## src/rtl/axilite_noc_width_downsizer_if.sv

```systemverilog
// Wide-word-in / narrow-beat-out handshake bundle for the NoC width downsizer.
// The slave modport is the downsizer's view, the master modport the environment's view.
interface axilite_noc_width_downsizer_if #(
  parameter int DATA_INPUT_WIDTH  = 512,
  parameter int DATA_OUTPUT_WIDTH = 64
);
  localparam int RATIO = DATA_INPUT_WIDTH / DATA_OUTPUT_WIDTH;
  localparam int CNT_W = $clog2(RATIO) + 1;

  logic                         inp_valid;
  logic                         inp_ready;
  logic [DATA_INPUT_WIDTH-1:0]  inp_data;
  logic [CNT_W-1:0]             inp_beats;
  logic                         out_valid;
  logic                         out_ready;
  logic [DATA_OUTPUT_WIDTH-1:0] out_data;
  logic                         out_last;

  modport slave (
    input  inp_valid, inp_data, inp_beats, out_ready,
    output inp_ready, out_valid, out_data, out_last
  );

  modport master (
    output inp_valid, inp_data, inp_beats, out_ready,
    input  inp_ready, out_valid, out_data, out_last
  );
endinterface

```

## src/rtl/axilite_noc_width_downsizer.sv

```systemverilog
// Wide-to-narrow serializer: one DATA_INPUT_WIDTH word in, 1..RATIO DATA_OUTPUT_WIDTH
// beats out, lowest slice first, valid/ready on both sides, no bubble between words.
module axilite_noc_width_downsizer #(
  parameter int DATA_INPUT_WIDTH  = 512,
  parameter int DATA_OUTPUT_WIDTH = 64
) (
  input  logic                                clk,
  input  logic                                rst_n,
  axilite_noc_width_downsizer_if.slave        bus
);
  localparam int RATIO = DATA_INPUT_WIDTH / DATA_OUTPUT_WIDTH;
  localparam int CNT_W = $clog2(RATIO) + 1;
  localparam logic [CNT_W-1:0] RATIO_CNT = CNT_W'(RATIO);
  localparam logic [CNT_W-1:0] ZERO_CNT  = {CNT_W{1'b0}};
  localparam logic [CNT_W-1:0] ONE_CNT   = CNT_W'(1);
  localparam logic [CNT_W-1:0] TWO_CNT   = CNT_W'(2);

  typedef enum logic [0:0] {
    IDLE = 1'b0,
    SEND = 1'b1
  } state_t;

  state_t                      state_r;
  logic [DATA_INPUT_WIDTH-1:0] hold_r;
  logic [CNT_W-1:0]            remaining_r;
  logic                        out_valid_r;
  logic                        out_last_r;

  logic [CNT_W-1:0]            eff_beats_s;
  logic                        done_s;
  logic                        advance_s;
  logic                        inp_ready_s;
  logic                        accept_s;

  // A zero or oversized beat request means the whole word.
  assign eff_beats_s = ((bus.inp_beats == ZERO_CNT) || (bus.inp_beats > RATIO_CNT)) ?
                       RATIO_CNT : bus.inp_beats;

  assign done_s      = out_valid_r && bus.out_ready && out_last_r;
  assign advance_s   = out_valid_r && bus.out_ready && !out_last_r;
  // Ready during the final beat's handshake lets the next word follow with no bubble.
  assign inp_ready_s = rst_n && ((state_r == IDLE) || done_s);
  assign accept_s    = bus.inp_valid && inp_ready_s;

  assign bus.inp_ready = inp_ready_s;
  assign bus.out_valid = out_valid_r;
  assign bus.out_data  = hold_r[DATA_OUTPUT_WIDTH-1:0];
  assign bus.out_last  = out_last_r;

  // Word capture, beat advance and return to idle; out_last is precomputed for the next beat.
  always_ff @(posedge clk or negedge rst_n) begin
    if (!rst_n) begin
      state_r     <= IDLE;
      hold_r      <= {DATA_INPUT_WIDTH{1'b0}};
      remaining_r <= ZERO_CNT;
      out_valid_r <= 1'b0;
      out_last_r  <= 1'b0;
    end else begin
      case (state_r)
        IDLE: begin
          if (accept_s) begin
            hold_r      <= bus.inp_data;
            remaining_r <= eff_beats_s;
            out_last_r  <= (eff_beats_s == ONE_CNT);
            out_valid_r <= 1'b1;
            state_r     <= SEND;
          end
        end
        SEND: begin
          if (accept_s) begin
            hold_r      <= bus.inp_data;
            remaining_r <= eff_beats_s;
            out_last_r  <= (eff_beats_s == ONE_CNT);
            out_valid_r <= 1'b1;
            state_r     <= SEND;
          end else if (done_s) begin
            remaining_r <= ZERO_CNT;
            out_last_r  <= 1'b0;
            out_valid_r <= 1'b0;
            state_r     <= IDLE;
          end else if (advance_s) begin
            hold_r      <= hold_r >> DATA_OUTPUT_WIDTH;
            remaining_r <= remaining_r - ONE_CNT;
            out_last_r  <= (remaining_r == TWO_CNT);
          end
        end
        default: begin
          remaining_r <= ZERO_CNT;
          out_last_r  <= 1'b0;
          out_valid_r <= 1'b0;
          state_r     <= IDLE;
        end
      endcase
    end
  end
endmodule

```

## src/flat_wrapper.sv

```systemverilog
// flat-port wrapper written by rule: the top's interface ports become plain ports
module axilite_noc_width_downsizer_flat 
#(
  parameter int DATA_INPUT_WIDTH  = 512,
  parameter int DATA_OUTPUT_WIDTH = 64
)
  (clk, rst_n, bus_inp_valid, bus_inp_data, bus_inp_beats, bus_out_ready, bus_inp_ready, bus_out_valid, bus_out_data, bus_out_last);
  axilite_noc_width_downsizer_if #(.DATA_INPUT_WIDTH(DATA_INPUT_WIDTH), .DATA_OUTPUT_WIDTH(DATA_OUTPUT_WIDTH)) bus_i ();
  input  logic clk;
  input  logic rst_n;
  input wire logic [$bits(bus_i.inp_valid)-1:0] bus_inp_valid;
  input wire logic [$bits(bus_i.inp_data)-1:0] bus_inp_data;
  input wire logic [$bits(bus_i.inp_beats)-1:0] bus_inp_beats;
  input wire logic [$bits(bus_i.out_ready)-1:0] bus_out_ready;
  output wire logic [$bits(bus_i.inp_ready)-1:0] bus_inp_ready;
  output wire logic [$bits(bus_i.out_valid)-1:0] bus_out_valid;
  output wire logic [$bits(bus_i.out_data)-1:0] bus_out_data;
  output wire logic [$bits(bus_i.out_last)-1:0] bus_out_last;
  assign bus_i.inp_valid = bus_inp_valid;
  assign bus_i.inp_data = bus_inp_data;
  assign bus_i.inp_beats = bus_inp_beats;
  assign bus_i.out_ready = bus_out_ready;
  assign bus_inp_ready = bus_i.inp_ready;
  assign bus_out_valid = bus_i.out_valid;
  assign bus_out_data = bus_i.out_data;
  assign bus_out_last = bus_i.out_last;
  axilite_noc_width_downsizer #(.DATA_INPUT_WIDTH(DATA_INPUT_WIDTH), .DATA_OUTPUT_WIDTH(DATA_OUTPUT_WIDTH)) u_core (.clk(clk), .rst_n(rst_n), .bus(bus_i));
endmodule
```

## config.mk

```make
export PLATFORM = sky130hd
export DESIGN_NAME = axilite_noc_width_downsizer_flat
export DESIGN_NICKNAME = d
export VERILOG_FILES = /design/src/rtl/axilite_noc_width_downsizer_if.sv /design/src/rtl/axilite_noc_width_downsizer.sv /design/src/flat_wrapper.sv
export SDC_FILE = /design/constraint.sdc
export NUM_CORES = 1
export LEC_CHECK = 0
export ABC_AREA = 1
export BUFFER_PORTS_ARGS = -buffer_cell sky130_fd_sc_hd__buf_2
export CAP_MARGIN = 20
export CORE_ASPECT_RATIO = 0.75
export CORE_MARGIN = 2
export CORE_UTILIZATION = 35
export CTS_CLUSTER_DIAMETER = 30
export DETAILED_ROUTE_END_ITERATION = 12
export HOLD_SLACK_MARGIN = 0.1
export SLEW_MARGIN = 40
export SYNTH_ARGS = -nofsm -noshare
export SYNTH_HDL_FRONTEND = slang
export SYNTH_SLANG_ARGS = --single-unit
```

## constraint.sdc

```tcl
create_clock -name clk -period 2.4 [get_ports clk]
set_input_delay 0.48 -clock clk [delete_from_list [all_inputs] [get_ports clk]]
set_output_delay 0.48 -clock clk [all_outputs]
set_load 0.05 [all_outputs]
```

# == Yosys cells after proc, flatten, opt, wreduce, memory -nomap -nowiden ==
# Cells that the tools add are included.
# op_classes
bitwise,1
reduce_logical,12
order_cmp,1
eq_ne,7
muxes,24
add_sub_neg,1
# op_table
cell,count
$mux 512,4
$pmux 512 s2,1
$mux 4,5
$mux 1,10
$ne 3x3->1 const B,3
$pmux 4 s2,1
$pmux 1 s2,3
$logic_and 1x1->1,5
$eq 4x1->1 const B,1
$eq 4x2->1 const B,1
$gt 4x4->1 const B,1
$logic_not 4->1,1
$ne 4x4->1 const B,1
$reduce_and 2->1,2
$sub 4x1->4 const B,1
$reduce_and 3->1,1
$logic_or 1x1->1,2
$ne 2x1->1 const B,1
$logic_not 1->1,1
$not 1->1,1
# totals
in_bits,520
register_bits,519
out_inout_bits,67

# == Longest topological paths before layout ==
# Gate-level depths: netlist (run 1).
# logic_depth
depth_word,7
depth_mapped,10
depth_no_buf,8

# == Worst setup path before layout (run 1) ==
# No wires, ideal clock.
# synth_path
path_kind,register -> output
from,"reg u_core.out_valid_r, in the netlist u_core.bus.out_valid"
to,out bus_inp_ready
arrival_time_ps,1789
stages_incl_launch_ff,6
required_ps,1920
slack_ps,131
path_cell_list,dfrtp_1 > nand3_1 > nand2_2 > inv_1 > nor2_1 > clkbuf_1
# synth_between
elab_chain_len,4
# synth_rtl
item,line_no,rtl
"start, declared",axilite_noc_width_downsizer.sv:26,logic out_valid_r;
"start signal, assigned",axilite_noc_width_downsizer.sv:56,out_valid_r <= 1'b0;
"start signal, assigned",axilite_noc_width_downsizer.sv:65,out_valid_r <= 1'b1;
"start signal, assigned",axilite_noc_width_downsizer.sv:74,out_valid_r <= 1'b1;
$logic_and 1x1->1 (2 in a row),axilite_noc_width_downsizer.sv:39,assign done_s = out_valid_r && bus.out_ready && out_last_r;
$logic_or 1x1->1,axilite_noc_width_downsizer.sv:42,assign inp_ready_s = rst_n && ((state_r == IDLE) || done_s);
$logic_and 1x1->1,axilite_noc_width_downsizer.sv:42,
"end, declared",flat_wrapper.sv:15,output wire logic [$bits(bus_i.inp_ready)-1:0] bus_inp_ready;
# Every way passes these cells.

# == Worst setup path after layout (run 1) ==
# Same ends and word-level chain as after synthesis.

==> results of run 1 <==
==> critical path: stages (launching register included) <==
cell and delay (ns):
dfrtp_1 0.41, nand3_2 0.14, nand2_4 0.12, inv_1 0.10, nor2_4 0.15, buf_6 0.18
==> sequential cells by signal, summed over array words and instances (netlist names) <==
name                  cells
u_core.bus.out_last       1
u_core.bus.out_valid      1
u_core.hold_r           512
u_core.remaining_r        4
u_core.state_r            1
==> power by group through the flow <==
stage	logic, mW	clock network, mW	registers (mW)
after detailed placement	24.0	0	15.5
after CTS	24.7	18.4	15.4
final	24.7	18.2	15.4
after floorplan	18.1	0	14.5
after global routing	27.3	19.0	15.8
after global placement	23.8	0	15.4
==> layout make-up <==
type	count	area, um2
flip-flops and latches	519	12990
diodes	4	10.01
well taps	1140	1426
multi-input cells	2421	13110
clock inverters	52	744.5
repair buffers	1105	8493
clock buffers	184	3826
inverters	522	1967
fillers	8063	43070
==> per-stage QoR <==
stage	hold slack (ns)	cells	area [um2]
3_3_place_gp	0.2916	5305	33930
4_1_cts	0.1000	5942	42530
2_1_floorplan	0.1844	3895	30160
3_5_place_dp	0.2890	5305	33930
6_report	0.1334	5947	42570
5_1_grt	0.1171	5945	42560
==> logic make-up after synthesis <==
logic type | count (synthesis) | share of synthesized area, %
adder cells (fa/ha/maj) | 2 | 0.08295
buffers and inverters | 955 | 13.61
flip-flops | 519 | 43.06
AND/OR/NAND/NOR | 1896 | 30.84
AO/OA/AOI/OAI | 523 | 12.41
==> routing by layer <==
layer  routed length (um)  vias to the layer above
met1                49090                    14970
met2                52900                     1134
met4                 3920                       14
li1                     -                    14490
met5                   86                        -
met3                 7480                      261
==> path summary, 6_finish.rpt <==
check	startpoint	slack, ns	to
worst min register to register	u_core.remaining_r[2]$_DFFE_PN0P_	0.51	u_core.remaining_r[2]$_DFFE_PN0P_
max in group asynchronous	rst_n	0.74	u_core.hold_r[336]$_DFFE_PN0P_
worst max-delay path	u_core.bus.out_valid$_DFFE_PN0P_	0.12	bus_inp_ready
worst min-delay path	bus_inp_data[183]	0.13	u_core.hold_r[183]$_DFFE_PN0P_
min in group asynchronous	rst_n	0.19	u_core.remaining_r[3]$_DFFE_PN0P_
worst max register to register	u_core.state_r$_DFF_PN0_	0.32	u_core.remaining_r[2]$_DFFE_PN0P_
==> Yosys cell counts, types with 2 or more instances <==
| cell type | instances |
|---|---|
| dfrtp_1 | 519 |
| clkbuf_1 | 170 |
| buf_1 | 25 |
| buf_4 | 89 |
| a21oi_1 | 7 |
| buf_2 | 149 |
| nand3b_1 | 385 |
| o211ai_1 | 448 |
| o21ai_0 | 66 |
| inv_1 | 521 |
| nor2_1 | 14 |
| nand2_1 | 912 |
| nand3_1 | 582 |
| ha_1 | 2 |
==> timing repair <==
item	in CTS	in global routing
hold buffers	399	0
endpoints found under the setup margin	1	1
gates resized for setup	4	0
endpoints found under the hold margin	612	0
buffers inserted	2	0
pin swaps	1	1
==> metrics.md, run 1 <==
| Metric | Value |
|---|---|
| Worst skew pair latency | 0.71 ns |
| Initial antenna violation count | 14 |
| Die area | 88570 um2 |
| Mapped cell area | 30160 um2 |
| Util after Layout | 49.70% |
| Congestion Overflow GR | 0 |
| RSZ-0062 raised after global routing | no |
| Met3 Track Usage GR | 5.282% |
| Fmax | 439.5 MHz |
| Final ANT Viol Nets | 0 |
| Worst Skew | 0.02675 ns |
| Final-report setup violation count | 0 |
| Pwr dens | 1370 nW/um2 |
| Die Y | 258.2 um |
| Routability cong. | 0.8685 |
| CTS buffer count | 132 |
| Setup WS post-layout | 0.1249 ns |
| Total Wirelength | 113500 um |
| Slew HR | 38.71% |
| Synth Warn # | 0 |
| WS Path Type | flop to output port |
| Clk buf depth | 3 |
| Setup TNS | 0 ns |
| Area growth from synthesis to layout | 41.13% |
| Synth top area share | 43.06% |
| Post-Syn Area per Cell | 7.744 um2 |
| Sw Share | 40.45% |
| Vias in the first global route | 30780 |
| Sequential share of power | 26.4% |
| Worst slack, placed | 0.1135 ns |
| Async SR Flop Fraction | 100.0% |
| Most used routing layer | met2 |
| Post-synth EDFFs | 0 |
| Yosys top cell by area | dfrtp_1 |
| Tcrit/Tclk final | 94.80% |
| Worst-case reg-to-reg path depth | 7 |
| # port buffers | 586 |
| Switching power | 23.59 mW |
| Core ar. | 85640 um2 |
| Max Cap Violations | 0 |
| Initial core utilization | 35.22% |
| Leading cell type in the layout, fill and taps excluded | nand2_1 |
| Commonest non-fill, non-tap cells in the layout | 911 x nand2_1, 584 x buf_2, 581 x nand3_1 |
| Leak | 21.63 nW |
| Peak VDD IR | 0.7615 mV |
| Die Wd | 343.0 um |
| Dominant cells by area after synthesis | dfrtp_1 43%, nand2_1 11%, o211ai_1 11% |
| Layout cells sized above 1 | 19.24% |
| Hold WC Path Type | input pin to flop |
| First-pass GRT wire length | 174800 um |
| Startpoint types | flop |
| Seq/Total Area, Yosys | 43.06% |
| Vias | 30870 |
| Cells after synthesis | 3895 |
| Mapped Nets | 4417 |
| Crit path DAT | 1.80 ns |
| Comb pwr share | 42.4% |
| Final Hold Viols | 0 |
| # clock sinks | 519 |
| Tmin final | 2.275 ns |
| Seq cells post-synth | 519 |
| Root buf cell | clkbuf_16 |
| Post-DP HPWL | 72130 um |
| Met1 Usage GRT | 33.78% |
| Met2 Track Usage GR | 39.49% |
| CTS tree | done |
| H-tree lvl count | 4 |
| All-layer global routing usage | 25.10% |
| Required @ worst endpoint | 1.92 ns |
| Hold path cells | 5 |
| Internal Power | 34.72 mW |
| Crit end category | output port |
| Top FF cell, synth | dfrtp_1 |
| Worst-Margin Slew | 0.9194 ns |
| Initial DRC Count | 2721 |
| Final Total Pwr | 58.31 mW |
| Largest net degree at the start of global routing | 152 |
| DRC Markers | 0 |
| Drt pass-1 iters | 7 |
| Clock slew at reported path FFs | 0.05 ns |
| NumNets Final | 5223 |
| Routed len/inst | 19.08 um |
| Clock share of power | 31.2% |
| I/O pins | 587 |
| Outcome | finished, final reports clean |
| Synth cell types | 20 |
| Fin. max-slew vios | 0 |
| Worst Path Max Fanout | 6 |
| # rows | 93 |
| Via-per-instance ratio | 5.191 |
Power figures use the tool's default switching activity.
==> inputs of run 2 (changes only) <==
--- a/config.mk
+++ b/config.mk
@@ -7,7 +7,7 @@
 export LEC_CHECK = 0
 export ABC_AREA = 1
 export BUFFER_PORTS_ARGS = -buffer_cell sky130_fd_sc_hd__buf_2
-export CAP_MARGIN = 20
+export CAP_MARGIN = 25
 export CORE_ASPECT_RATIO = 0.75
 export CORE_MARGIN = 2
 export CORE_UTILIZATION = 35
==> constraint.sdc (replaced) <==
create_clock -name clk -period 2.4 [get_ports clk]
set_input_delay 0.48 -clock clk [delete_from_list [all_inputs] [get_ports clk]]
set_output_delay 0.48 -clock clk [all_outputs]
set_load 0.02 [all_outputs]
==> run 2 against run 1 <==
Sequential share of layout area is 0.83 points higher. Global-route usage decreased by 0.50 points. Largest power group unchanged. Die area stayed put. Largest cell class unchanged. Register-to-register slack worse by 0.09 ns. Sequential power barely moved. First-iteration DRC count decreased by 3.5%. Highest routed layer unchanged. Critical path depth did not move. Clock skew down 0.00089 ns. Sequential cell count did not move. Clock-buffer cell count down 29.
==> metrics.md, run 2 (synthesis gave the netlist of run 1 again) <==
| Metric | Value |
|---|---|
| Crit end category | output port |
| Leading cell type in the layout, fill and taps excluded | nand2_1 |
| Initial DRC Count | 2627 (-3.5%) |
| CTS tree | done |
| Initial core utilization | 35.22% (unchanged) |
| Largest net degree at the start of global routing | 145 (-4.6%) |
| Core ar. | 85640 um2 (unchanged) |
| Max FFs per register | 512 (unchanged) |
| Via-per-instance ratio | 5.134 (-1.1%) |
| Fin. max-slew vios | 0 (unchanged) |
| Most used routing layer | met2 |
| Crit path DAT | 1.82 ns (+0.02 ns) |
| Final Total Pwr | 55.65 mW (-4.5%) |
| Outcome | finished, final reports clean |
| Hold path cells | 5 (unchanged) |
| RSZ-0062 raised after global routing | no |
| Leak | 21.13 nW (-2.3%) |
| Worst Skew | 0.02586 ns (-0.0008857 ns) |
| Worst Path Max Fanout | 5 (-1) |
| Area growth from synthesis to layout | 37.40% |
| CP Capture Point | bus_inp_ready |
| Worst skew pair latency | 0.69 ns (-0.02 ns) |
| Startpoint types | flop |
| Drt pass-1 iters | 6 (-1) |
| I/O pins | 587 (unchanged) |
| Filler Cell Count | 8270 (+2.6%) |
| Hold WC Path Type | input pin to flop |
| First-pass GRT wire length | 172600 um (-1.3%) |
| R2R Path End | u_core.hold_r[183]$_DFFE_PN0P_ |
| NumNets Final | 5139 (-1.6%) |
| Vias in the first global route | 30290 (-1.6%) |
| DRC Markers | 0 (unchanged) |
| Final-report setup violation count | 0 (unchanged) |
| Largest regs | u_core.hold_r x512, u_core.remaining_r x4 |
| Post-DP HPWL | 73440 um (+1.8%) |
| Met2 Track Usage GR | 39.52% (about the same) |
| Worst-Margin Slew | 0.8207 ns (-0.09866 ns) |
| RR Startpoint | u_core.bus.out_valid$_DFFE_PN0P_ |
| Peak VDD IR | 0.6980 mV (-8.3%) |
| WS Path Type | flop to output port |
| Final Hold Viols | 0 (unchanged) |
| Worst-case reg-to-reg path depth | 10 (+3) |
| Placed Cells | 5323 (+0.34%) |
| CTS resizes | 0 (-4) |
| Tmin final | 2.301 ns (+0.02608 ns) |
| Layout cells sized above 1 | 19.85% (+0.61 points) |
| Post-route cell area | 41440 um2 (-2.6%) |
| Worst slack, placed | 0.1716 ns (+0.05812 ns) |
| R2r setup slk | 0.23 ns (-0.09 ns) |
| Tcrit/Tclk final | 95.88% (+1.1 points) |
| DP Area | 34050 um2 (+0.36%) |
| CTS buffer count | 118 (-11%) |
| # clock sinks | 519 (unchanged) |
| Met3 Track Usage GR | 4.665% (-0.62 points) |
| Met1 Usage GRT | 33.41% (-0.37 points) |
| Initial antenna violation count | 22 (+8) |
| # port buffers | 586 (unchanged) |
| Die Y | 258.2 um (unchanged) |
| Pwr dens | 1343 nW/um2 (-2.0%) |
| Beginning of the critical path | u_core.bus.out_valid$_DFFE_PN0P_ |
| Die Wd | 343.0 um (unchanged) |
| Clk buf depth | 3 (unchanged) |
| All-layer global routing usage | 24.60% (-0.50 points) |
| Final ANT Viol Nets | 0 (unchanged) |
| Setup TNS | 0 ns (unchanged) |
| Max Cap Violations | 0 (unchanged) |
| Commonest non-fill, non-tap cells in the layout | 911 x nand2_1, 585 x buf_2, 582 x nand3_1 |
| Die area | 88570 um2 (unchanged) |
| Vias | 30180 (-2.2%) |
| Slew HR | 45.29% (+6.6 points) |
| Fmax | 434.6 MHz (-1.1%) |
| Routability cong. | 0.8469 (-2.5%) |
| Total Wirelength | 111700 um (-1.6%) |
| Setup WS post-layout | 0.09882 ns (-0.02608 ns) |
| H-tree lvl count | 3 (-1) |
| Required @ worst endpoint | 1.92 ns (about the same) |
| Final std cells w/o fill | 5877 (-1.2%) |
| # rows | 93 (unchanged) |
| Congestion Overflow GR | 0 (unchanged) |
| Clock slew at reported path FFs | 0.05 ns (about the same) |
| Top reg by flops | u_core.hold_r |
| Root buf cell | clkbuf_16 |
| Routed len/inst | 19.00 um (-0.42%) |
[run 2: changes by cell type in the layout (fill, tap and decap cells not counted), sizes merged]
cell / change
clkinv: +1
inv: +8
clkbuf: -29
buf: +18
dlygate4sd3: -88
diode: +12
clkinvlp: +8
[run 2: report_power, final]
part	total [mW]	switching (mW)	internal, mW
registers	15.5	2.47	13.0
clock network	16.9	5.60	11.3
logic	23.3	14.3	8.94
[run 2: what timing repair did]
item	in CTS	in global routing
hold endpoints to repair	516	0
hold buffers	311	0
endpoints found under the setup margin	1	0
buffers inserted	2	0
[run 2: layer usage]
layer | vias to the layer above | wire (um)
li1 | 14350 | -
met1 | 14600 | 49060
met2 | 987 | 52230
met3 | 220 | 6860
met4 | 18 | 3401
met5 | - | 118
[run 2: cell type report]
class	instances	area, um2	share of cell area, %
multi-input combinational	2421	13100	31.61
antenna	16	40.04	0.09661
tap	1140	1426	3.442
sequential	519	12990	31.35
inverter	522	1967	4.746
timing repair buffer	1035	7725	18.64
clock inverter	69	910.9	2.198
clock buffer	155	3282	7.919
[run 2: worst max-delay path: stages, from the launching register on]
cell and delay, ns:
dfrtp_1 0.41, nand3_1 0.16, nand2_2 0.11, inv_1 0.11, nor2_4 0.16, buf_2 0.19
[run 2: worst min path at each step]
stage	end	slack [ns]	startpoint
6_report	u_core.hold_r[395]$_DFFE_PN0P_	0.13	bus_inp_data[395]
5_1_grt	u_core.hold_r[342]$_DFFE_PN0P_	0.11	bus_inp_data[342]
4_1_cts	u_core.hold_r[270]$_DFFE_PN0P_	0.10	bus_inp_data[270]
3_5_place_dp	u_core.remaining_r[2]$_DFFE_PN0P_	0.32	rst_n
3_3_place_gp	u_core.remaining_r[2]$_DFFE_PN0P_	0.32	rst_n
2_1_floorplan	u_core.bus.out_last$_DFFE_PN0P_	0.18	rst_n
[run 2: per-stage QoR]
step                      hold slack [ns]  util [%]
after CTS                          0.1004     48.31
after floorplan                    0.1844         -
after global routing               0.1127     48.38
after global placement             0.3183     39.74
after detailed placement           0.3187     39.76
final                              0.1315     48.39
